`src/rtl/serial_byte_deserializer_if.sv`:
```
// Byte hand-off bus between the serial deserializer and the byte queue.
// The deserializer drives byte_out/byte_valid (master); the queue answers with byte_ready (slave).
interface serial_byte_deserializer_if;
  logic [7:0] byte_out;
  logic       byte_valid;
  logic       byte_ready;

  modport master (
    output byte_out,
    output byte_valid,
    input  byte_ready
  );

  modport slave (
    input  byte_out,
    input  byte_valid,
    output byte_ready
  );
endinterface

```
`src/rtl/serial_byte_deserializer.sv`:
```
// Serial byte deserializer: samples data_in on each rising edge of the asynchronous
// write_in strobe, packs bits MSB-first and offers each byte to the queue through a
// valid/ready handshake.
// Optional feature: define DEBOUNCE_EN to insert a stability filter on the
// synchronized write_in (DEBOUNCE_CYCLES equal samples before a level is accepted).
module serial_byte_deserializer #(
  parameter int SYNC_STAGES     = 2,
  parameter int TIMEOUT_CYCLES  = 1000,
  parameter int DEBOUNCE_CYCLES = 4
) (
  input  logic                              clock_1MHz,
  input  logic                              rst,
  input  logic                              data_in,
  input  logic                              write_in,
  input  logic                              clear_err,
  serial_byte_deserializer_if.master        q_if,
  output logic                              status_out,
  output logic [2:0]                        bit_count,
  output logic                              frame_abort,
  output logic                              overrun
);

  localparam int TW = $clog2(TIMEOUT_CYCLES + 1);

  // Reject configurations the synchronizer and filters cannot support.
  if (SYNC_STAGES < 2 || TIMEOUT_CYCLES < 1 || DEBOUNCE_CYCLES < 1) begin : g_bad_params
    $error("serial_byte_deserializer: invalid parameter value");
  end

  typedef enum logic [1:0] {
    IDLE  = 2'd0,
    SHIFT = 2'd1,
    PEND  = 2'd2
  } state_e;

  // Synchronizer chains; fill marks which stages hold real samples rather than reset zeros.
  logic [SYNC_STAGES-1:0] wr_sync_q, wr_sync_d;
  logic [SYNC_STAGES-1:0] dat_sync_q, dat_sync_d;
  logic [SYNC_STAGES-1:0] fill_q, fill_d;
  logic                   wr_s;
  logic                   dat_s;

  // Recognised strobe level and the bit that goes with its rise.
  logic lvl;
  logic lvl_vld;
  logic bit_in;

  // Edge detection and arming.
  logic lvl_prev_q, lvl_prev_d;
  logic armed_q, armed_d;
  logic edge_q, edge_d;

  // Byte assembly state.
  state_e          state_q, state_d;
  logic [6:0]      shreg_q, shreg_d;
  logic [7:0]      byte_q, byte_d;
  logic            vld_q, vld_d;
  logic [2:0]      cnt_q, cnt_d;
  logic [TW-1:0]   to_q, to_d;
  logic            abort_q, abort_d;
  logic            ovr_q, ovr_d;
  logic            status_q, status_d;

  assign wr_s  = wr_sync_q[SYNC_STAGES-1];
  assign dat_s = dat_sync_q[SYNC_STAGES-1];

  // Shift the asynchronous inputs through the synchronizer stages.
  always_comb begin
    wr_sync_d  = {wr_sync_q[SYNC_STAGES-2:0], write_in};
    dat_sync_d = {dat_sync_q[SYNC_STAGES-2:0], data_in};
    fill_d     = {fill_q[SYNC_STAGES-2:0], 1'b1};
  end

  // Synchronizer registers.
  always_ff @(posedge clock_1MHz or negedge rst) begin
    if (!rst) begin
      wr_sync_q  <= '0;
      dat_sync_q <= '0;
      fill_q     <= '0;
    end else begin
      wr_sync_q  <= wr_sync_d;
      dat_sync_q <= dat_sync_d;
      fill_q     <= fill_d;
    end
  end

`ifdef DEBOUNCE_EN
  localparam int DW = $clog2(DEBOUNCE_CYCLES + 1);

  logic [DW-1:0] db_cnt_q, db_cnt_d;
  logic          db_raw_q, db_raw_d;
  logic          db_lvl_q, db_lvl_d;
  logic          db_vld_q, db_vld_d;
  logic          db_bit_q, db_bit_d;

  // Count consecutive equal samples; accept a level once it has been stable long enough.
  always_comb begin
    db_raw_d = wr_s;
    db_cnt_d = db_cnt_q;
    db_lvl_d = db_lvl_q;
    db_vld_d = db_vld_q;
    db_bit_d = db_bit_q;
    if (!fill_q[SYNC_STAGES-1]) begin
      db_cnt_d = '0;
    end else if (db_cnt_q == '0 || wr_s != db_raw_q) begin
      db_cnt_d = DW'(1);
    end else if (db_cnt_q != DW'(DEBOUNCE_CYCLES)) begin
      db_cnt_d = db_cnt_q + 1'b1;
    end
    if (db_cnt_d == DW'(DEBOUNCE_CYCLES)) begin
      db_vld_d = 1'b1;
      db_lvl_d = wr_s;
      // Data is captured the moment the debounced rise is recognised.
      if (wr_s && !db_lvl_q) begin
        db_bit_d = dat_s;
      end
    end
  end

  // Debounce filter registers.
  always_ff @(posedge clock_1MHz or negedge rst) begin
    if (!rst) begin
      db_cnt_q <= '0;
      db_raw_q <= 1'b0;
      db_lvl_q <= 1'b0;
      db_vld_q <= 1'b0;
      db_bit_q <= 1'b0;
    end else begin
      db_cnt_q <= db_cnt_d;
      db_raw_q <= db_raw_d;
      db_lvl_q <= db_lvl_d;
      db_vld_q <= db_vld_d;
      db_bit_q <= db_bit_d;
    end
  end

  assign lvl     = db_lvl_q;
  assign lvl_vld = db_vld_q;
  assign bit_in  = db_bit_q;
`else
  assign lvl     = wr_s;
  assign lvl_vld = fill_q[SYNC_STAGES-1];
  assign bit_in  = dat_s;
`endif

  // Detect a rising strobe; only count it once a genuine low has been observed since reset.
  always_comb begin
    lvl_prev_d = lvl;
    armed_d    = armed_q | (lvl_vld & ~lvl);
    edge_d     = lvl_vld & lvl & ~lvl_prev_q & armed_q;
  end

  // Edge detection registers; the registered edge adds the one cycle of latency after the synchronizer.
  always_ff @(posedge clock_1MHz or negedge rst) begin
    if (!rst) begin
      lvl_prev_q <= 1'b0;
      armed_q    <= 1'b0;
      edge_q     <= 1'b0;
    end else begin
      lvl_prev_q <= lvl_prev_d;
      armed_q    <= armed_d;
      edge_q     <= edge_d;
    end
  end

  // Byte assembly FSM: next state, shift register, handshake, timeout and error flags.
  always_comb begin
    state_d = state_q;
    shreg_d = shreg_q;
    byte_d  = byte_q;
    vld_d   = vld_q;
    cnt_d   = cnt_q;
    to_d    = to_q;
    abort_d = 1'b0;
    ovr_d   = ovr_q;
    if (clear_err) begin
      ovr_d = 1'b0;
    end
    case (state_q)
      IDLE: begin
        if (edge_q) begin
          shreg_d = {shreg_q[5:0], bit_in};
          cnt_d   = 3'd1;
          to_d    = '0;
          state_d = SHIFT;
        end
      end
      SHIFT: begin
        if (edge_q) begin
          to_d = '0;
          if (cnt_q == 3'd7) begin
            byte_d  = {shreg_q, bit_in};
            vld_d   = 1'b1;
            cnt_d   = 3'd0;
            state_d = PEND;
          end else begin
            shreg_d = {shreg_q[5:0], bit_in};
            cnt_d   = cnt_q + 3'd1;
          end
        end else if (to_q == TW'(TIMEOUT_CYCLES - 1)) begin
          // Source went silent mid-byte: drop the partial byte and start over.
          shreg_d = '0;
          cnt_d   = 3'd0;
          to_d    = '0;
          abort_d = 1'b1;
          state_d = IDLE;
        end else begin
          to_d = to_q + 1'b1;
        end
      end
      PEND: begin
        if (vld_q && q_if.byte_ready) begin
          vld_d = 1'b0;
          if (edge_q) begin
            // The slot frees this very cycle, so the new bit starts the next byte.
            shreg_d = {shreg_q[5:0], bit_in};
            cnt_d   = 3'd1;
            to_d    = '0;
            state_d = SHIFT;
          end else begin
            state_d = IDLE;
          end
        end else if (edge_q) begin
          // New overrun wins over a coincident clear.
          ovr_d = 1'b1;
        end
      end
      default: begin
        state_d = IDLE;
      end
    endcase
    status_d = (state_d != PEND);
  end

  // FSM and datapath registers.
  always_ff @(posedge clock_1MHz or negedge rst) begin
    if (!rst) begin
      state_q  <= IDLE;
      shreg_q  <= '0;
      byte_q   <= '0;
      vld_q    <= 1'b0;
      cnt_q    <= 3'd0;
      to_q     <= '0;
      abort_q  <= 1'b0;
      ovr_q    <= 1'b0;
      status_q <= 1'b1;
    end else begin
      state_q  <= state_d;
      shreg_q  <= shreg_d;
      byte_q   <= byte_d;
      vld_q    <= vld_d;
      cnt_q    <= cnt_d;
      to_q     <= to_d;
      abort_q  <= abort_d;
      ovr_q    <= ovr_d;
      status_q <= status_d;
    end
  end

  assign q_if.byte_out   = byte_q;
  assign q_if.byte_valid = vld_q;
  assign status_out      = status_q;
  assign bit_count       = cnt_q;
  assign frame_abort     = abort_q;
  assign overrun         = ovr_q;

endmodule

```
`src/flat_wrapper.sv`:
```
// flat-port wrapper written by rule: the top's interface ports become plain ports
module serial_byte_deserializer_flat 
#(
  parameter int SYNC_STAGES     = 2,
  parameter int TIMEOUT_CYCLES  = 1000,
  parameter int DEBOUNCE_CYCLES = 4
)
  (clock_1MHz, rst, data_in, write_in, clear_err, status_out, bit_count, frame_abort, overrun, q_if_byte_out, q_if_byte_valid, q_if_byte_ready);
  serial_byte_deserializer_if q_if_i ();
  input  logic clock_1MHz;
  input  logic rst;
  input  logic data_in;
  input  logic write_in;
  input  logic clear_err;
  output logic status_out;
  output logic [2:0] bit_count;
  output logic frame_abort;
  output logic overrun;
  output wire logic [$bits(q_if_i.byte_out)-1:0] q_if_byte_out;
  output wire logic [$bits(q_if_i.byte_valid)-1:0] q_if_byte_valid;
  input wire logic [$bits(q_if_i.byte_ready)-1:0] q_if_byte_ready;
  assign q_if_byte_out = q_if_i.byte_out;
  assign q_if_byte_valid = q_if_i.byte_valid;
  assign q_if_i.byte_ready = q_if_byte_ready;
  serial_byte_deserializer #(.SYNC_STAGES(SYNC_STAGES), .TIMEOUT_CYCLES(TIMEOUT_CYCLES), .DEBOUNCE_CYCLES(DEBOUNCE_CYCLES)) u_core (.clock_1MHz(clock_1MHz), .rst(rst), .data_in(data_in), .write_in(write_in), .clear_err(clear_err), .q_if(q_if_i), .status_out(status_out), .bit_count(bit_count), .frame_abort(frame_abort), .overrun(overrun));
endmodule
```
`config.mk`:
```
export PLATFORM = sky130hd
export DESIGN_NAME = serial_byte_deserializer_flat
export DESIGN_NICKNAME = d
export VERILOG_FILES = /design/src/rtl/serial_byte_deserializer_if.sv /design/src/rtl/serial_byte_deserializer.sv /design/src/flat_wrapper.sv
export SDC_FILE = /design/constraint.sdc
export NUM_CORES = 1
export LEC_CHECK = 0
export ABC_AREA = 1
export CAP_MARGIN = 10
export CORE_ASPECT_RATIO = 0.9
export CORE_MARGIN = 3
export CORE_UTILIZATION = 30
export CTS_CLUSTER_DIAMETER = 100
export DETAILED_ROUTE_END_ITERATION = 6
export PLACE_DENSITY_LB_ADDON = 0.08
export SYNTH_ARGS = -nofsm -noshare
export SYNTH_HDL_FRONTEND = slang
export SYNTH_SLANG_ARGS = --single-unit
```
`constraint.sdc`:
```
create_clock -name clock_1MHz -period 1.5 [get_ports clock_1MHz]
set_input_delay 0.225 -clock clock_1MHz [delete_from_list [all_inputs] [get_ports clock_1MHz]]
set_output_delay 0.225 -clock clock_1MHz [all_outputs]
set_load 0.1 [all_outputs]
```
==> run summary <==
total negative slack -> -24.55 ps
status -> finished, violations left
met1 Use GR -> 16.80%
die height -> 80.91 µm
Post-synth ARST share -> 100.0%
CTS Buf Count -> 5
Root Buffer -> clkbuf_8
Initial Util -> 31.94%
die footprint -> 0.007220 mm²
initial antenna violation count -> 0
Die X -> 89.24 µm
max cap viols -> 0
Int Pwr -> 2.380 mW
largest net degree at the start of global routing -> 25
skew final -> 10.77 ps
clock latency on the worst-skew pair -> 300 ps
Pre-antenna DRT Iters -> 4
met3 usage -> 2.941%
Mapped Avg Cell Area -> 9.742 µm²
final period utilization -> 100.5%
Synth Area in Compound Gates -> 5.886%
Reg clk slew, reported paths -> 90 ps
violated checks -> setup timing
Peak VDD IR -> 0.0006234 V
crit path time final -> 1508 ps
Leak -> 1.298 nW
Cells after Synth -> 192
via density per instance -> 4.518
# DRC -> 0
vias in the first global route -> 1431
Final Hold Violating Endpoints -> 0
CP Class -> reg2reg
fillcell total -> 563
H-tree depth -> 2
antenna viol nets, final -> 0
Final Cell Area -> 0.002731 mm²
Final Net Count -> 251
CP Max Fanout -> 5
Ant. Diodes -> 0
Worst Hold Class -> in2reg
IO buf count -> 20
Placed Area -> 0.002482 mm²
simple-gate share of the synthesized area -> 23.48%
Syn-to-layout area delta -> 46.02%
synthesized flop and latch total -> 43
drt wl/cell -> 12.35 µm
drt total wl -> 3865 µm
dpl hpwl -> 2761 µm
mapped cell area -> 0.001871 mm²
Synth Area in XOR/XNOR -> 0.4682%
GRT Overall Usage -> 12.18%
Unique masters post-synth -> 29
mux share of post-synthesis cell area -> 4.816%
pins over their slew limit -> 0
Critical Path Source Type -> register
most used routing layer -> met2
Yosys warning count -> 0
TritonCTS clock tree -> built
switch share -> 36.32%
Combinational Power Share -> 35.5%
FP Rows -> 26
Most used DFF post-synth -> dfrtp_1
total grt overflow -> 0
Placer Congestion -> 0.8866
EDFF count, synth -> 0
final core utilization -> 46.65%
pwr dens -> 1368 mW/mm²
sw power -> 1.357 mW
Mapped Nets -> 201
crit path DAT -> 1690 ps
Flop pwr share -> 39.8%
Seq/Total Area, Yosys -> 57.59%
main combinational cell family by area after synthesis -> simple AND/OR/NAND/NOR gates
met2 Use GR -> 18.85%
CP Capture Type -> register
CTS Sinks -> 43
post-synthesis adder-cell area fraction -> 2.007%
Clock Power Share -> 24.7%
drt initial violations -> 56
core box area -> 0.005856 mm²
most common cell after layout, fill and taps aside -> nand2_1
Final Setup Violations -> 5
via count -> 1414
fin worst setup slack -> -8.060 ps
share of post-route cells with drive strength above 1 -> 38.68%
CTS Buffer Depth -> 2
io pins -> 21
first-pass GRT wire length -> 6803 µm
WP data required -> 1680 ps
most frequent cells in the layout -> nand2_1 (39), dfrtp_1 (37), nor2_1 (22)
f_max -> 663.1 MHz
RSZ-0062 raised after global routing -> true
[final cells by class]
type                    instances  area, µm²  share of cell area, %
repair buffers                 44      553.0                  20.25
clock buffers                   5      68.82                  2.519
flip-flops and latches         43       1091                  39.95
multi-input cells             126      797.0                  29.18
clock inverters                 3      46.29                  1.695
inverters                      22      87.58                  3.207
well taps                      70      87.58                  3.207
[state kept, by name (all words and copies together) (netlist names)]
| signal | cells |
|---|---|
| u_core.shreg_q | 7 |
| u_core.to_q | 10 |
| u_core.bit_count | 3 |
| u_core.q_if.byte_out | 8 |
| u_core.state_q | 2 |
| u_core.lvl_prev_q | 1 |
| u_core.status_out | 1 |
| u_core.fill_q | 2 |
| u_core.wr_sync_q | 2 |
| u_core.edge_q | 1 |
| u_core.frame_abort | 1 |
| u_core.dat_sync_q | 2 |
| u_core.q_if.byte_valid | 1 |
| u_core.armed_q | 1 |
| u_core.overrun | 1 |
[what timing repair did]
action | in CTS | in global routing
setup endpoints to repair | 4 | 25
endpoints found under the hold margin | 42 | 0
pin swaps | 0 | 4
hold buffers | 1 | 0
cloned | 1 | 0
gates resized for setup | 0 | 15
setup buffers | 0 | 10
[worst max-delay path, stage by stage, from the launching register on]
cell	delay, ps
dfrtp_4	500
ha_4	170
ha_4	170
nand3_4	120
buf_12	140
mux2_4	290
[synthesized netlist by cell type, types with 2 or more instances]
master	number	share of area (%)
nor3_1	2	0.54
nand4_1	4	1.3
nor2_1	24	4.8
dfrtp_1	42	56
mux2_1	7	4.2
nand3_2	2	1.1
o21ai_2	7	3.3
o21ai_0	5	1.3
nand2_1	45	9.0
ha_1	3	2.0
inv_1	20	4.0
nand3_1	9	2.4
nand2_2	6	2.0
[final timing paths]
check                           cells past startpoint           startpoint  slack, ps                 endpoint
worst max register to register                      5  u_core.bit_count[1]         -8  u_core.q_if.byte_out[3]
min in group asynchronous                           3                  rst        440           u_core.to_q[4]
worst min-delay path                                1             write_in        350      u_core.wr_sync_q[0]
worst max-delay path                                5  u_core.bit_count[1]         -8  u_core.q_if.byte_out[3]
max in group asynchronous                           3                  rst        760        u_core.status_out
worst min register to register                      0     u_core.fill_q[0]        370         u_core.fill_q[1]
[kinds of logic after synthesis]
family                     Yosys count
DFF                                 43
AOI/OAI and AO/OA                   16
buffers and inverters               24
other                                1
xor gates and xnor gates             1
adders and majority gates            3
muxes                                8
and+or+nand+nor                     96
[per-stage QoR]
step | worst slack (ps) | power, mW | instances | hold WS, ps
4_1_cts | -21.33 | 3.634 | 303 | 344.6
3_5_place_dp | -85.31 | 2.673 | 293 | 227.4
6_report | -8.060 | 3.737 | 313 | 354.1
2_1_floorplan | -125.4 | 2.244 | 192 | -70.59
3_3_place_gp | -58.94 | 2.644 | 293 | 220.2
5_1_grt | -43.09 | 3.983 | 313 | 363.3
[layer usage]
| metal | vias up | wire, µm | share of wire, % |
|---|---|---|---|
| li1 | 710 | - | - |
| met1 | 667 | 1908 | 49 |
| met2 | 32 | 1785 | 46 |
| met3 | 5 | 128 | 3.3 |
| met4 | 0 | 42 | 1.1 |
| met5 | - | 0 | 0 |
[power groups by stage]
stage	Sequential [mW]	Clock [mW]	Combinational (mW)
2_1_floorplan	1.68	0	0.563
3_3_place_gp	1.49	0	1.15
3_5_place_dp	1.50	0	1.17
4_1_cts	1.48	0.954	1.20
5_1_grt	1.51	0.994	1.48
6_report	1.49	0.922	1.33
No activity file was read; power rests on OpenSTA's default activity.
==> RTL edit 1: new RTL, same settings <==
Re-encode `state_e` (3 states) as one-hot, 3 bits wide.
--- a/src/rtl/serial_byte_deserializer.sv
+++ b/src/rtl/serial_byte_deserializer.sv
@@ -27,10 +27,10 @@
     $error("serial_byte_deserializer: invalid parameter value");
   end
 
-  typedef enum logic [1:0] {
-    IDLE  = 2'd0,
-    SHIFT = 2'd1,
-    PEND  = 2'd2
+  typedef enum logic [2:0] {
+    IDLE  = 3'b001,
+    SHIFT = 3'b010,
+    PEND  = 3'b100
   } state_e;
 
   // Synchronizer chains; fill marks which stages hold real samples rather than reset zeros.
Formal check against the unedited RTL: same outputs for any inputs over 10 cycles, from zero or initial values and one cycle with rst low; not proved beyond that.
==> RTL edit 1 against the unedited design <==
  * Area after synthesis grew 9.3%
  * Synthesized cell count grew 22%
  * Sequential cell count grew 1
  * Wire length grew 18%
  * First-iteration DRC count grew 45%
  * Hold slack lost 0.0073 ns
  * Setup slack gained 0.011 ns
  * Cell count grew 19%
  * Final area grew 7.2%
  * Die area grew 8.6%
  * Non-clock buffer count grew 3
  * Total power grew 5.2%
  * Largest power group unchanged
==> RTL edit 1: results (changes against the unedited design) <==
metric	value	unit	change
Final Wtd Congestion	0.835		-5.9%
post-synthesis xor/xnor area fraction	1.29	%	+0.82 points
Synth Flop Type	dfrtp_1		
CTS root buf	clkbuf_8		
Compound-Gate Fraction of Synth Area	8.81	%	+2.9 points
hold path depth	1		unchanged
layout cells sized above 1	33.1	%	-5.6 points
Crit-path slowest cell	dfstp_2		
Final HPWL DP	3100	um	+12%
Layout fillers	636		+13%
post-synthesis net count	243		+21%
worst vdd ir	435	uV	-30%
largest net degree at the start of global routing	24		-4.0%
Layout Skew	0.00744	ns	-0.00333 ns
htree depth	2		unchanged
R2R depth	7		+2
Total GRT Usage	12.5	%	+0.33 points
Nets	295		+18%
Leak	1.35	nW	+4.0%
first-pass GRT wire length	7800	um	+15%
synth top area cells	dfrtp_1, nand2_1, inv_1, nor2_1, nand3_1		
area share of the largest cell type after synthesis	51.4	%	-4.8 points
drt wl/cell	12.2	um	-1.4%
CTS buffer count	5		unchanged
largest stage delay on the critical path	0.58	ns	+0.08 ns
Detailed Route Iter0 Violations	81		+45%
vias in the first global route	1654		+16%
PortBufs	20		unchanged
status	finished clean		
Worst Path Arrival	1.73	ns	+0.04 ns
sequential area share after synthesis	54.0	%	-3.6 points
crit-path max FO	7		+2
Via density	4.45		-1.5%
DP Area	2680	um^2	+7.9%
post-synthesis mux area share	0	%	-4.8 points
Adder-Cell Fraction of Synth Area	1.84	%	-0.17 points
top post-synthesis cells by count	nand2_1, dfrtp_1, inv_1, nor2_1, nand3_1		
RTL edit 1: worst paths after layout:
kind / slack (ns) / to / start
hold / removal: 0.35 / u_core.wr_sync_q[0] / write_in
setup reg to reg: 0.003 / u_core.shreg_q[0] / u_core.state_q[0]
max in group asynchronous: 0.50 / u_core.q_if.byte_out[5] / rst
setup / recovery: 0.003 / u_core.shreg_q[0] / u_core.state_q[0]
min in group asynchronous: 0.43 / u_core.state_q[2] / rst
hold reg to reg: 0.36 / u_core.fill_q[1] / u_core.fill_q[0]
RTL edit 1: kinds of logic after synthesis:
family / after synthesis
buffers and inverters: 36
and+or+nand+nor: 118
DFF: 44
xor gates and xnor gates: 3
other: 1
adders and majority gates: 3
AOI/OAI and AO/OA: 29
RTL edit 1: final cells by class:
cell class / instances / area (um^2) / share of cell area [%]
Tap cell: 87 / 109 / 3.72
Sequential cell: 44 / 1120 / 38.1
Inverter: 33 / 133 / 4.53
Clock buffer: 5 / 68.8 / 2.35
Clock inverter: 3 / 46.3 / 1.58
Timing Repair Buffer: 47 / 554 / 18.9
Multi-Input combinational cell: 155 / 901 / 30.8
RTL edit 1: repair_timing:
| item | in CTS | in global routing |
|---|---|---|
| hold buffers | 1 | 0 |
| pin swaps | 1 | 4 |
| cloned | 1 | 0 |
| gates resized for setup | 1 | 19 |
| endpoints found under the setup margin | 4 | 25 |
| hold endpoints to repair | 19 | 0 |
| setup buffers | 0 | 6 |
RTL edit 1: layer usage:
| metal | wire [um] | GRT usage [%] | vias to the layer above | part of all wire [%] |
|---|---|---|---|---|
| met5 | 0 | 0 | - | 0 |
| met4 | 61 | 5.06 | 0 | 1.3 |
| met3 | 205 | 3.76 | 7 | 4.5 |
| met2 | 1980 | 18.8 | 28 | 43 |
| met1 | 2310 | 16.8 | 779 | 51 |
| li1 | - | - | 851 | - |
RTL edit 1: through the flow:
| step | setup slack (ns) | utilization, % | instances |
|---|---|---|---|
| floorplan | -0.150 | - | 234 |
| global placement | -0.108 | 42.2 | 358 |
| CTS | 0.00735 | 44.4 | 368 |
| global route | -0.117 | 46.1 | 374 |
| detailed placement | -0.121 | 42.2 | 358 |
| finish | 0.00256 | 46.1 | 374 |
RTL edit 1: where the power goes:
| group | switching (W) | leakage (nW) | internal, W |
|---|---|---|---|
| clock network | 0.000441 | 0.0548 | 0.000502 |
| registers | 0.000229 | 0.569 | 0.00144 |
| logic | 0.000784 | 0.726 | 0.000538 |
| total | 0.00145 | 1.35 | 0.00248 |
==> RTL edit 2: new RTL, config.mk and constraints unchanged <==
Made on the original files. Add a define of `DEBOUNCE_EN`.
--- a/src/rtl/serial_byte_deserializer.sv
+++ b/src/rtl/serial_byte_deserializer.sv
@@ -3,6 +3,8 @@
 // valid/ready handshake.
 // Optional feature: define DEBOUNCE_EN to insert a stability filter on the
 // synchronized write_in (DEBOUNCE_CYCLES equal samples before a level is accepted).
+`define DEBOUNCE_EN
+
 module serial_byte_deserializer #(
   parameter int SYNC_STAGES     = 2,
   parameter int TIMEOUT_CYCLES  = 1000,
Function: changed (a bounded check fails within 10 cycles, from zero or initial values and one cycle with rst low).
==> RTL edit 2 against the unedited design <==
  * Sequential share of layout area rose by 0.33 points
  * Sequential cell count rose by 7
  * Final area rose by 15%
  * Area after synthesis rose by 19%
  * Cell count rose by 20%
  * Global-route usage fell by 1.2 points
  * Total power rose by 2.0%
  * Wire length rose by 10%
  * Setup slack improved by 0.025 ns
  * Sequential power rose by 11%
  * Critical path type unchanged
  * Critical endpoint is now u_core.q_if.byte_out[6]
  * Largest cell class unchanged
==> RTL edit 2: results (changes against the unedited design) <==
metric	value	unit	change
Worst Setup SP	u_core.bit_count[0]		
first-pass GRT wire length	7580	um	+11%
top post-synthesis cells by count	nand2_1, dfrtp_1, inv_1, nor2_1, nand3_1		
R2R Path End	u_core.q_if.byte_out[6]		
Routed WL	4260	um	+10%
worst vdd ir	510	uV	-18%
crit-path max FO	8		+3
Leak	1.51	nW	+16%
post-cts gate resize count	5		+5
post-placement cell count	359		+23%
Layout fillers	680		+21%
largest net degree at the start of global routing	28		+12%
count of different cell masters after synthesis	27		-6.9%
metal2 WL	1950	um	+9.3%
vias in the first global route	1647		+15%
met1 Track Usage GR	15.2	%	-1.7 points
post-synthesis net count	238		+18%
met2 global-route usage	17.6	%	-1.2 points
status	finished clean		
Final Wtd Congestion	0.835		-5.8%
R2R setup slack	0.02	ns	+0.03 ns
Layout Skew	0.00574	ns	-0.00503 ns
drt wl/cell	11.3	um	-8.3%
met3 GRT Util	2.63	%	-0.31 points
Post-CTS Setup Bufs	4		+4
Detailed Route Iter0 Violations	50		-11%
synth top area cells	dfrtp_1, nand2_1, mux2_4, inv_1, o21ai_2		
Nets	293		+17%
layout cells sized above 1	36.4	%	-2.3 points
met3 WL post-DR	109	um	-15%
cells after synthesis	227		+18%
==> RTL edit 2: worst min-delay path by stage <==
stage / end / startpoint / slack, ns
after global placement: u_core.to_q[7] / rst / 0.18
final: u_core.dat_sync_q[0] / data_in / 0.35
after CTS: u_core.dat_sync_q[0] / data_in / 0.34
after global routing: u_core.dat_sync_q[0] / data_in / 0.35
after detailed placement: u_core.to_q[9] / rst / 0.18
after floorplan: u_core.armed_q / rst / -0.07
==> RTL edit 2: cells by family after synthesis <==
group                    after synthesis  share of synthesized area [%]
AND/OR/NAND/NOR                      105                           21.3
XOR/XNOR                               1                          0.392
other                                  1                          0.168
adder cells (fa/ha/maj)                5                           2.80
AO/OA/AOI/OAI                         23                           6.94
multiplexers                           8                           5.38
buffers and inverters                 34                           6.94
flip-flops                            50                           56.0
==> RTL edit 2: metrics by stage <==
step	area, um^2	TNS, ns
2_1_floorplan	2280	-1.07
3_3_place_gp	2910	-0.813
3_5_place_dp	2910	-1.10
4_1_cts	3060	0
5_1_grt	3140	-0.206
6_report	3140	0
==> RTL edit 2: final cells by class <==
cell class	instances	area (um^2)	share of cell area, %
Sequential cell	50	1260	40.3
Multi-Input combinational cell	143	921	29.3
Timing Repair Buffer	51	618	19.7
Inverter	31	121	3.86
Tap cell	93	116	3.71
Clock buffer	6	82.6	2.63
Clock inverter	2	16.3	0.518
==> RTL edit 2: worst max-delay path, cell delays in order (launching register included) <==
cell and delay [ns]:
dfrtp_4 0.50, ha_4 0.17, ha_4 0.16, nand3_4 0.09
buf_12 0.15, mux2_4 0.30
==> RTL edit 2: power by group <==
group	internal, W	leakage (nW)	total (W)	switching (W)
Sequential	0.00153	0.628	0.00165	0.000124
Combinational	0.000560	0.833	0.00131	0.000751
Clock	0.000381	0.0478	0.000851	0.000471
